===== src/rtl/pipelined_barrel_shifter.sv =====
// Barrel shifter with one registered stage per shift-amount bit. Each stage has
// its own valid/ready handshake, so a stall at the output only backs up as far as needed.
module pipelined_barrel_shifter #(
    parameter  int DATA_LENGTH = 16,
    localparam int STAGES      = $clog2(DATA_LENGTH)
) (
    input  logic                   clk,
    input  logic                   rst_n,
    input  logic                   in_valid,
    output logic                   in_ready,
    input  logic [DATA_LENGTH-1:0] data_in,
    input  logic                   right,
    input  logic                   arith,
    input  logic                   rotate,
    input  logic [STAGES-1:0]      sa,
    output logic                   out_valid,
    input  logic                   out_ready,
    output logic [DATA_LENGTH-1:0] data_out,
    output logic                   zero
);

    logic [STAGES-1:0]      valid_q;
    logic [DATA_LENGTH-1:0] data_q     [STAGES];
    logic [STAGES-2:0]      right_q;
    logic [STAGES-2:0]      arith_q;
    logic [STAGES-2:0]      rotate_q;
    logic [STAGES-1:0]      sa_q       [STAGES-1];

    logic [STAGES-1:0]      stageReady;
    logic [STAGES-1:0]      srcValid;
    logic [STAGES-1:0]      srcRight;
    logic [STAGES-1:0]      srcArith;
    logic [STAGES-1:0]      srcRotate;
    logic [DATA_LENGTH-1:0] srcData    [STAGES];
    logic [STAGES-1:0]      srcSa      [STAGES];
    logic [DATA_LENGTH-1:0] data_d     [STAGES];

    function automatic logic [DATA_LENGTH-1:0] shiftStage(
        input logic [DATA_LENGTH-1:0] value,
        input int                     amount,
        input logic                   enable,
        input logic                   isRight,
        input logic                   isArith,
        input logic                   isRotate
    );
        logic [DATA_LENGTH-1:0] result;
        result = value;
        if (enable) begin
            if (isRotate) begin
                if (isRight)
                    result = (value >> amount) | (value << (DATA_LENGTH - amount));
                else
                    result = (value << amount) | (value >> (DATA_LENGTH - amount));
            end else if (!isRight) begin
                result = value << amount;
            end else if (isArith) begin
                // The current MSB still equals the original sign, so >>> fills correctly
                result = $signed(value) >>> amount;
            end else begin
                result = value >> amount;
            end
        end
        return result;
    endfunction

    // A stage may load unless it and every stage after it are full while the output stalls
    always_comb begin
        for (int k = 0; k < STAGES; k++) begin
            stageReady[k] = out_ready;
            for (int j = k; j < STAGES; j++) begin
                if (!valid_q[j])
                    stageReady[k] = 1'b1;
            end
        end
    end

    always_comb begin
        srcValid[0]  = in_valid;
        srcData[0]   = data_in;
        srcRight[0]  = right;
        srcArith[0]  = arith;
        srcRotate[0] = rotate;
        srcSa[0]     = sa;
        for (int k = 1; k < STAGES; k++) begin
            srcValid[k]  = valid_q[k-1];
            srcData[k]   = data_q[k-1];
            srcRight[k]  = right_q[k-1];
            srcArith[k]  = arith_q[k-1];
            srcRotate[k] = rotate_q[k-1];
            srcSa[k]     = sa_q[k-1];
        end
        for (int k = 0; k < STAGES; k++) begin
            data_d[k] = shiftStage(srcData[k], 1 << k, srcSa[k][0],
                                   srcRight[k], srcArith[k], srcRotate[k]);
        end
    end

    // The sa field is shifted down each stage so bit 0 always selects the current stage
    always_ff @(posedge clk or negedge rst_n) begin
        if (!rst_n) begin
            valid_q  <= '0;
            right_q  <= '0;
            arith_q  <= '0;
            rotate_q <= '0;
            for (int k = 0; k < STAGES; k++)
                data_q[k] <= '0;
            for (int k = 0; k < STAGES - 1; k++)
                sa_q[k] <= '0;
        end else begin
            for (int k = 0; k < STAGES; k++) begin
                if (stageReady[k]) begin
                    valid_q[k] <= srcValid[k];
                    if (srcValid[k])
                        data_q[k] <= data_d[k];
                end
            end
            for (int k = 0; k < STAGES - 1; k++) begin
                if (stageReady[k] && srcValid[k]) begin
                    right_q[k]  <= srcRight[k];
                    arith_q[k]  <= srcArith[k];
                    rotate_q[k] <= srcRotate[k];
                    sa_q[k]     <= srcSa[k] >> 1;
                end
            end
        end
    end

    assign in_ready  = stageReady[0];
    assign out_valid = valid_q[STAGES-1];
    assign data_out  = data_q[STAGES-1];
    assign zero      = ~|data_q[STAGES-1];

endmodule


===== config.mk =====
export PLATFORM = sky130hd
export DESIGN_NAME = pipelined_barrel_shifter
export DESIGN_NICKNAME = d
export VERILOG_FILES = /design/src/rtl/pipelined_barrel_shifter.sv
export SDC_FILE = /design/constraint.sdc
export NUM_CORES = 1
export LEC_CHECK = 0
export CORE_MARGIN = 5
export CORE_UTILIZATION = 57
export CTS_CLUSTER_SIZE = 40
export DETAILED_ROUTE_END_ITERATION = 8
export PLACE_DENSITY = 0.78
export SLEW_MARGIN = 10
export SYNTH_ARGS = -nofsm -noshare
export SYNTH_HDL_FRONTEND = slang
export SYNTH_SLANG_ARGS = --single-unit
export TNS_END_PERCENT = 50

===== constraint.sdc =====
create_clock -name clk -period 1.68 [get_ports clk]
set_clock_uncertainty 0.1 [all_clocks]
set_input_delay 0.252 -clock clk [delete_from_list [all_inputs] [get_ports clk]]
set_output_delay 0.252 -clock clk [all_outputs]
set_load 0.01 [all_outputs]

=== Yosys cells after proc, flatten, opt, wreduce, memory -nomap -nowiden ===
Index checks and enable logic that the tools add are counted.

* Register bits after elaboration: 83
* Bits of input ports: 27
* Output and inout bits: 19
* Logic and storage cells: 65

* Bitwise gates (word level): 7
* Mux-type cells: 29
* Reduce and logical (&&, ||, !) cells: 9

{| class="wikitable"
|+ Operators by type and width
! kind !! number
|-
| $mux 16 || 19
|-
| $or 12x16->16 || 1
|-
| $or 14x16->16 || 1
|-
| $or 15x16->16 || 1
|-
| $or 16x1->16 || 1
|-
| $or 16x2->16 || 1
|-
| $or 16x4->16 || 1
|-
| $or 16x8->16 || 1
|-
| $reduce_or 16->1 || 1
|-
| $mux 1 || 10
|-
| $reduce_and 2->1 || 4
|-
| $logic_and 1x1->1 || 3
|-
| $logic_not 1->1 || 1
|}

=== Depth between registers and ports, before layout ===
Gate-level depths: netlist of the first run.

* Word-level depth: 5
* Depth in mapped cells: 6
* Depth with buffers taken out: 4

=== Least setup slack after synthesis of the first run ===
No wires, ideal clock.

* Kind: register -> register
* Start: register valid_q[3]
* End: register arith_q[0]
* Data required time: 1.455 ns
* Arrival time: 1.227 ns
* Period minus slack after synthesis: 1.452 ns
* Cell stages (with the launch flop): 5
* Slack: 0.228 ns
* Buffers on the path: 1
* Cell sequence: dfrtp_1 -> nand4b_2 -> o21ai_2 -> buf_4 -> mux2_2

* Cells in the longest elaborated chain, start to end: 2

{| class="wikitable"
|+ RTL lines
! what !! line !! source
|-
| start, declared || 22 || <nowiki>logic [STAGES-1:0] valid_q;</nowiki>
|-
| start signal, assigned by index || 112 || <nowiki>valid_q[k] <= srcValid[k];</nowiki>
|-
| $mux 1 || 71 || <nowiki>if (!valid_q[j])</nowiki>
|-
| $logic_and 1x1->1 || 118 || <nowiki>if (stageReady[k] && srcValid[k]) begin</nowiki>
|-
| end signal, assigned by index || 120 || <nowiki>arith_q[k] <= srcArith[k];</nowiki>
|-
| end, declared || 25 || <nowiki>logic [STAGES-2:0] arith_q;</nowiki>
|}

No other way between the ends.
A chain may end at the register's enable or synchronous reset.

=== Worst setup path in the final report of the first run ===
* Start: register data_q (netlist bit data_out[7])
* End: output zero

* Cells in the longest elaborated chain, start to end: 2

{| class="wikitable"
|+ RTL lines
! what !! line !! source
|-
| start, declared || 23 || <nowiki>logic [DATA_LENGTH-1:0] data_q [STAGES];</nowiki>
|-
| start signal, assigned by index || 114 || <nowiki>data_q[k] <= data_d[k];</nowiki>
|-
| $reduce_or 16->1 || 131 || <nowiki>assign zero = ~|data_q[STAGES-1];</nowiki>
|-
| $logic_not 1->1 || 131 ||
|-
| end, declared || 19 || <nowiki>output logic zero</nowiki>
|}

No other way between the ends.

==> impl_metrics.toml, run 1 <==
[run_status]
violations = "setup timing"
status = "complete, but fails checks"

[pwr]
vdd_ir_drop_max_uv = 565
switchingPower_mw = 2.68
pwr-share-clk = 0.202
swShare = 0.349
cellPowerDensity_nw_per_um2 = 1450
share_seq_of_total_power = 0.433
p_int_mw = 5.00
combPwrFrac = 0.365
power_mw = 7.68
leakage_nw = 2.41

[yosys]
yosysWarnings = 0
ys_types = 33
yosys.area.top_type_share = 0.474
synth_area_sq_um = 4380
synth_cells = 490
synth_nets = 517
yosysSeqAreaShare = 0.474
syn-mean-instance-area_sq_um = 8.95
netlist_top_cells_area = "dfrtp_1, o21ai_0, nand2_1, mux2i_1, mux2_2"
ys_ff_latch = 83
synth_top_area_cell = "dfrtp_1"

[finish]
drive_gt1_frac = 0.143
syn_to_final_growth_pct = 20.9
multi_input_area_sq_um = 2040
diodes = 0
nFillCells = 593
fin_nets = 562
ff_latch_area_sq_um = 2080

[placed_design]
port_buffers = 45
place_congestion = 0.841
detailedPlacementHpwl_um = 6980
dp_slack_ns = -0.402

[setup_path]
endpoint_kind = "primary output"
startpoint_type = "flip-flop"
crit_required_ns = 1.33
crit_fanout = 2
arrival_ns = 1.40
worstSetupPathType = "flip-flop to primary output"

[sta]
fin_ws_ns = -0.0746
rsz0062_at_grt = "yes"
tightest_slew_ns = 0.359
fmax_mhz = 570
hold_violations = 0
drv_slew = 0
layout_min_cycle_time_ns = 1.75
post-route-period-util = 1.04
finalSetupViolations = 1
slew_headroom = 0.761

[global_route]
grt_pass1_wl_um = 15600
grtUsageTotal = 0.198
grt_max_degree = 33
first_global_vias = 3417
grt_overflow = 0
grt_antenna_before_repair = 0

[clocking]
cts_root_buf = "clkbuf_8"
clock_latency_ns = 0.35
cts_tree = "done"
htreeDepth = 3
clkSinkCount = 83
numCtsBuffers = 9
clk_path_buf_depth = 2
path_clk_slew_ns = 0.08

[drt]
drt_iter0_drc = 161
dr.pass1.iters = 4
drt-vias-per-instance = 5.50
ant_nets = 0
wl_per_cell_um = 14.0
route.detailed.drc = 0
finalWirelength_um = 8970
vias = 3521

[die]
start_util = 0.576
core_sq_um = 7610
dieArea_sq_um = 9550
die_h_um = 97.7
die_x_um = 97.7
io_pins = 46
row_count = 32

[min_path]
min_path_type = "primary input to async pin"

[run]
drv_cap = 0
[worst max-delay path, cell delays in order (launching register included)]
cell and delay, ns:
dfrtp_1 0.41, nor4_4 0.31, and4_1 0.21, buf_2 0.12
[cells in the final DEF, fill, tap and decap left out, types with 2 or more instances in the layout]
cell and n:
buf_12 9, o21ai_0 90, dfrtp_1 83, buf_4 30, a21oi_1 22, nor4_1 2, o22ai_1 6, nand2b_1 5
nor2_1 18, clkbuf_8 11, clkdlybuf4s50_1 25, o211ai_1 4, mux2i_1 34, dlygate4sd2_1 15, a211oi_1 3, nor2b_1 9
o21ai_1 2, a21o_1 3, nand2_1 118, nand4b_1 2, bufinv_16 2, a22oi_1 3, mux2_2 15, o31ai_1 8
nand2_2 2
[layout make-up]
cell class                      instances  area share
Sequential cell                        83       0.392
Timing Repair Buffer                   84       0.158
Multi-Input combinational cell        356       0.385
Clock buffer                           12      0.0293
Inverter                                1    0.000708
Clock inverter                          2      0.0113
Tap cell                              102      0.0241
[cell usage after synthesis, drive strengths merged]
cell and number:
nor2 18, dfrtp 83, a211oi 3, nor4 4, a21o 3, buf 34
clkbuf 16, o21ai 94, o221ai 1, nand4b 3, a22oi 3, and4 1
o21a 1, o211ai 4, nand3b 1, nand2b 5, mux2 15, o31ai 8
inv 1, mux2i 34, or2 1, nand2 120, a21oi 22, nor2b 9
o22ai 6
[cells by family (layout without fill, tap and decap cells)]
family	after synthesis	in the layout	share of synthesized area
simple gates	162	162	0.158
compound gates	145	145	0.184
flops	83	83	0.474
buf+inv	51	99	0.0685
mux	49	49	0.116
[timing repair]
item,CTS,global route
buffers inserted,2,0
pin swaps,2,0
hold buffers,1,0
endpoints found under the hold margin,25,0
setup endpoints to repair,18,3
resized for setup,29,3
[final timing paths]
| path | start | to | slack [ns] | depth (start not counted) |
|---|---|---|---|---|
| min in group clk | in_valid | valid_q[0] | 0.41 | 2 |
| max in group asynchronous | rst_n | data_q[50] | 0.62 | 3 |
| max | data_out[7] | zero | -0.07 | 3 |
| min reg2reg | data_q[19] | data_q[19] | 0.41 | 2 |
| max reg2reg | valid_q[1] | arith_q[0] | 0.14 | 5 |
| min | rst_n | data_out[1] | 0.25 | 2 |
[metrics by stage]
| stage | instance area (sq um) | TNS [ns] | hold slack [ns] | utilization | cells |
|---|---|---|---|---|---|
| after floorplan | 4380 | 0 | -0.144 | - | 490 |
| after global placement | 5050 | -5.26 | 0.0913 | 0.663 | 623 |
| after detailed placement | 5050 | -7.66 | 0.0892 | 0.663 | 623 |
| after CTS | 5290 | -0.104 | 0.253 | 0.695 | 640 |
| after global routing | 5300 | -0.143 | 0.277 | 0.697 | 640 |
| final | 5300 | -0.0746 | 0.253 | 0.697 | 640 |
[power groups by stage]
stage | Combinational, mW | Clock [mW] | Sequential (mW)
detailed placement | 2.90 | 0 | 3.32
global placement | 2.81 | 0 | 3.28
CTS | 2.82 | 1.59 | 3.30
global route | 3.14 | 1.68 | 3.41
finish | 2.80 | 1.55 | 3.33
floorplan | 2.01 | 0 | 3.09
[flip-flops by register name, indices dropped and copies added (netlist names)]
register / count
data_q: 48
data_out: 16
sa_q: 6
valid_q: 4
arith_q: 3
right_q: 3
rotate_q: 3
[routing by layer]
metal  vias up  wire length, um  track usage
met4         0              267        0.100
li1       1777                -            -
met1      1644             3690        0.229
met5         -                0            0
met3        20              310       0.0345
met2        80             4690        0.353
Note: power is estimated with default switching activity, not from simulation.
==> inputs of run 2 (changes only) <==
CORE_MARGIN = 2   (was 5)
==> impl_metrics.toml, run 2 (synthesis gave the netlist of run 1 again) <==
[run_status]
status = "complete, but fails checks"
violations = "setup timing"

[sta]
rsz0062_at_grt = "yes"
fmax_mhz = 567
hold_violations = 0
finalSetupViolations = 1
tightest_slew_ns = 0.458
drv_slew = 0
slew_headroom = 0.694
post-route-period-util = 1.05
layout_min_cycle_time_ns = 1.76
fin_ws_ns = -0.0847
hold_slack_ns = 0.284

[setup_path]
arrival_ns = 1.41
worstSetupPathType = "flip-flop to primary output"
crit_required_ns = 1.33
endpoint_kind = "primary output"
startpoint_type = "flip-flop"
rrSetupSlack_ns = 0.17
crit_fanout = 2

[finish]
nFillCells = 574
largest_register_ffs = 48
fin_nets = 568
largest-register = "data_q"
multi_input_area_sq_um = 2040
syn_to_final_growth_pct = 20.7
diodes = 0
mostFrequentLayoutCell = "nand2_1"
drive_gt1_frac = 0.150
final_cell_mix = "nand2_1, o21ai_0, dfrtp_1"
utilization = 0.718
ff_latch_area_sq_um = 2080

[pwr]
cellPowerDensity_nw_per_um2 = 1430
leakage_nw = 2.41
vdd_ir_drop_max_uv = 626

[global_route]
grtUsageTotal = 0.239
grt_antenna_before_repair = 0
first_global_vias = 3484
grt_max_degree = 36
grt_pass1_wl_um = 16000
grt_overflow = 0

[min_path]
min_path_type = "primary input to async pin"

[clocking]
clkSinkCount = 83
numCtsBuffers = 9
cts_tree = "done"
clock_latency_ns = 0.35
path_clk_slew_ns = 0.08
htreeDepth = 3
clk_path_buf_depth = 2
cts_root_buf = "clkbuf_8"

[drt]
dr.pass1.iters = 4
vias = 3604
route.detailed.drc = 0
wl_per_cell_um = 14.2
finalWirelength_um = 9140
drt-vias-per-instance = 5.59
drt_iter0_drc = 177
ant_nets = 0

[die]
die_h_um = 91.7
start_util = 0.595
io_pins = 46
core_sq_um = 7370
row_count = 31
dieArea_sq_um = 8410
die_x_um = 91.7

[placed_design]
place_congestion = 0.863
dp_slack_ns = -0.363
detailedPlacementHpwl_um = 6740
port_buffers = 45

[run]
drv_cap = 0
run 2: final timing paths:
check	startpoint	endpoint	cells past startpoint
worst max-delay path	data_out[2]	zero	3
worst min-delay path	rst_n	data_out[9]	2
worst max register to register	valid_q[3]	data_q[18]	6
worst min register to register	data_q[18]	data_q[18]	1
max in group asynchronous	rst_n	data_q[41]	3
min in group clk	data_q[18]	data_q[18]	1
run 2: metrics by stage:
| stage | instances | area, sq um | TNS (ns) | total power [mW] |
|---|---|---|---|---|
| CTS | 645 | 5280 | -0.102 | 7.55 |
| global route | 645 | 5290 | -0.162 | 8.12 |
| floorplan | 490 | 4380 | 0 | 5.10 |
| detailed placement | 625 | 5070 | -6.99 | 6.24 |
| global placement | 625 | 5070 | -4.72 | 6.10 |
| finish | 645 | 5290 | -0.0847 | 7.56 |
run 2: repair_timing:
item,in CTS,in global routing
setup buffers,3,0
hold buffers,1,0
pin swaps,2,2
resized for setup,28,2
endpoints found under the setup margin,18,1
hold endpoints to repair,30,0
run 2: critical path, stage by stage, from the launching register on:
cell and delay [ns]:
dfrtp_1 0.42, nor4_4 0.32, and4_1 0.21, buf_2 0.12
run 2: power breakdown:
part / switching (mW) / internal [mW] / total (mW) / leakage (nW)
Clock: 0.664 / 0.729 / 1.39 / 0.0947
Sequential: 0.655 / 2.66 / 3.32 / 1.00
Combinational: 1.40 / 1.45 / 2.84 / 1.31
Total: 2.72 / 4.84 / 7.56 / 2.41
run 2: routing by layer:
metal | vias up | track usage | part of all wire
met2 | 86 | 0.419 | 0.51
met5 | - | 0 | 0
li1 | 1787 | - | -
met1 | 1715 | 0.289 | 0.43
met4 | 0 | 0.107 | 0.022
met3 | 16 | 0.0394 | 0.031
run 2: layout make-up:
cell class | count | area share
Tap cell | 99 | 0.0234
Sequential cell | 83 | 0.393
Inverter | 1 | 0.000709
Clock inverter | 2 | 0.00662
Timing Repair Buffer | 90 | 0.162
Multi-Input combinational cell | 356 | 0.385
Clock buffer | 14 | 0.0288
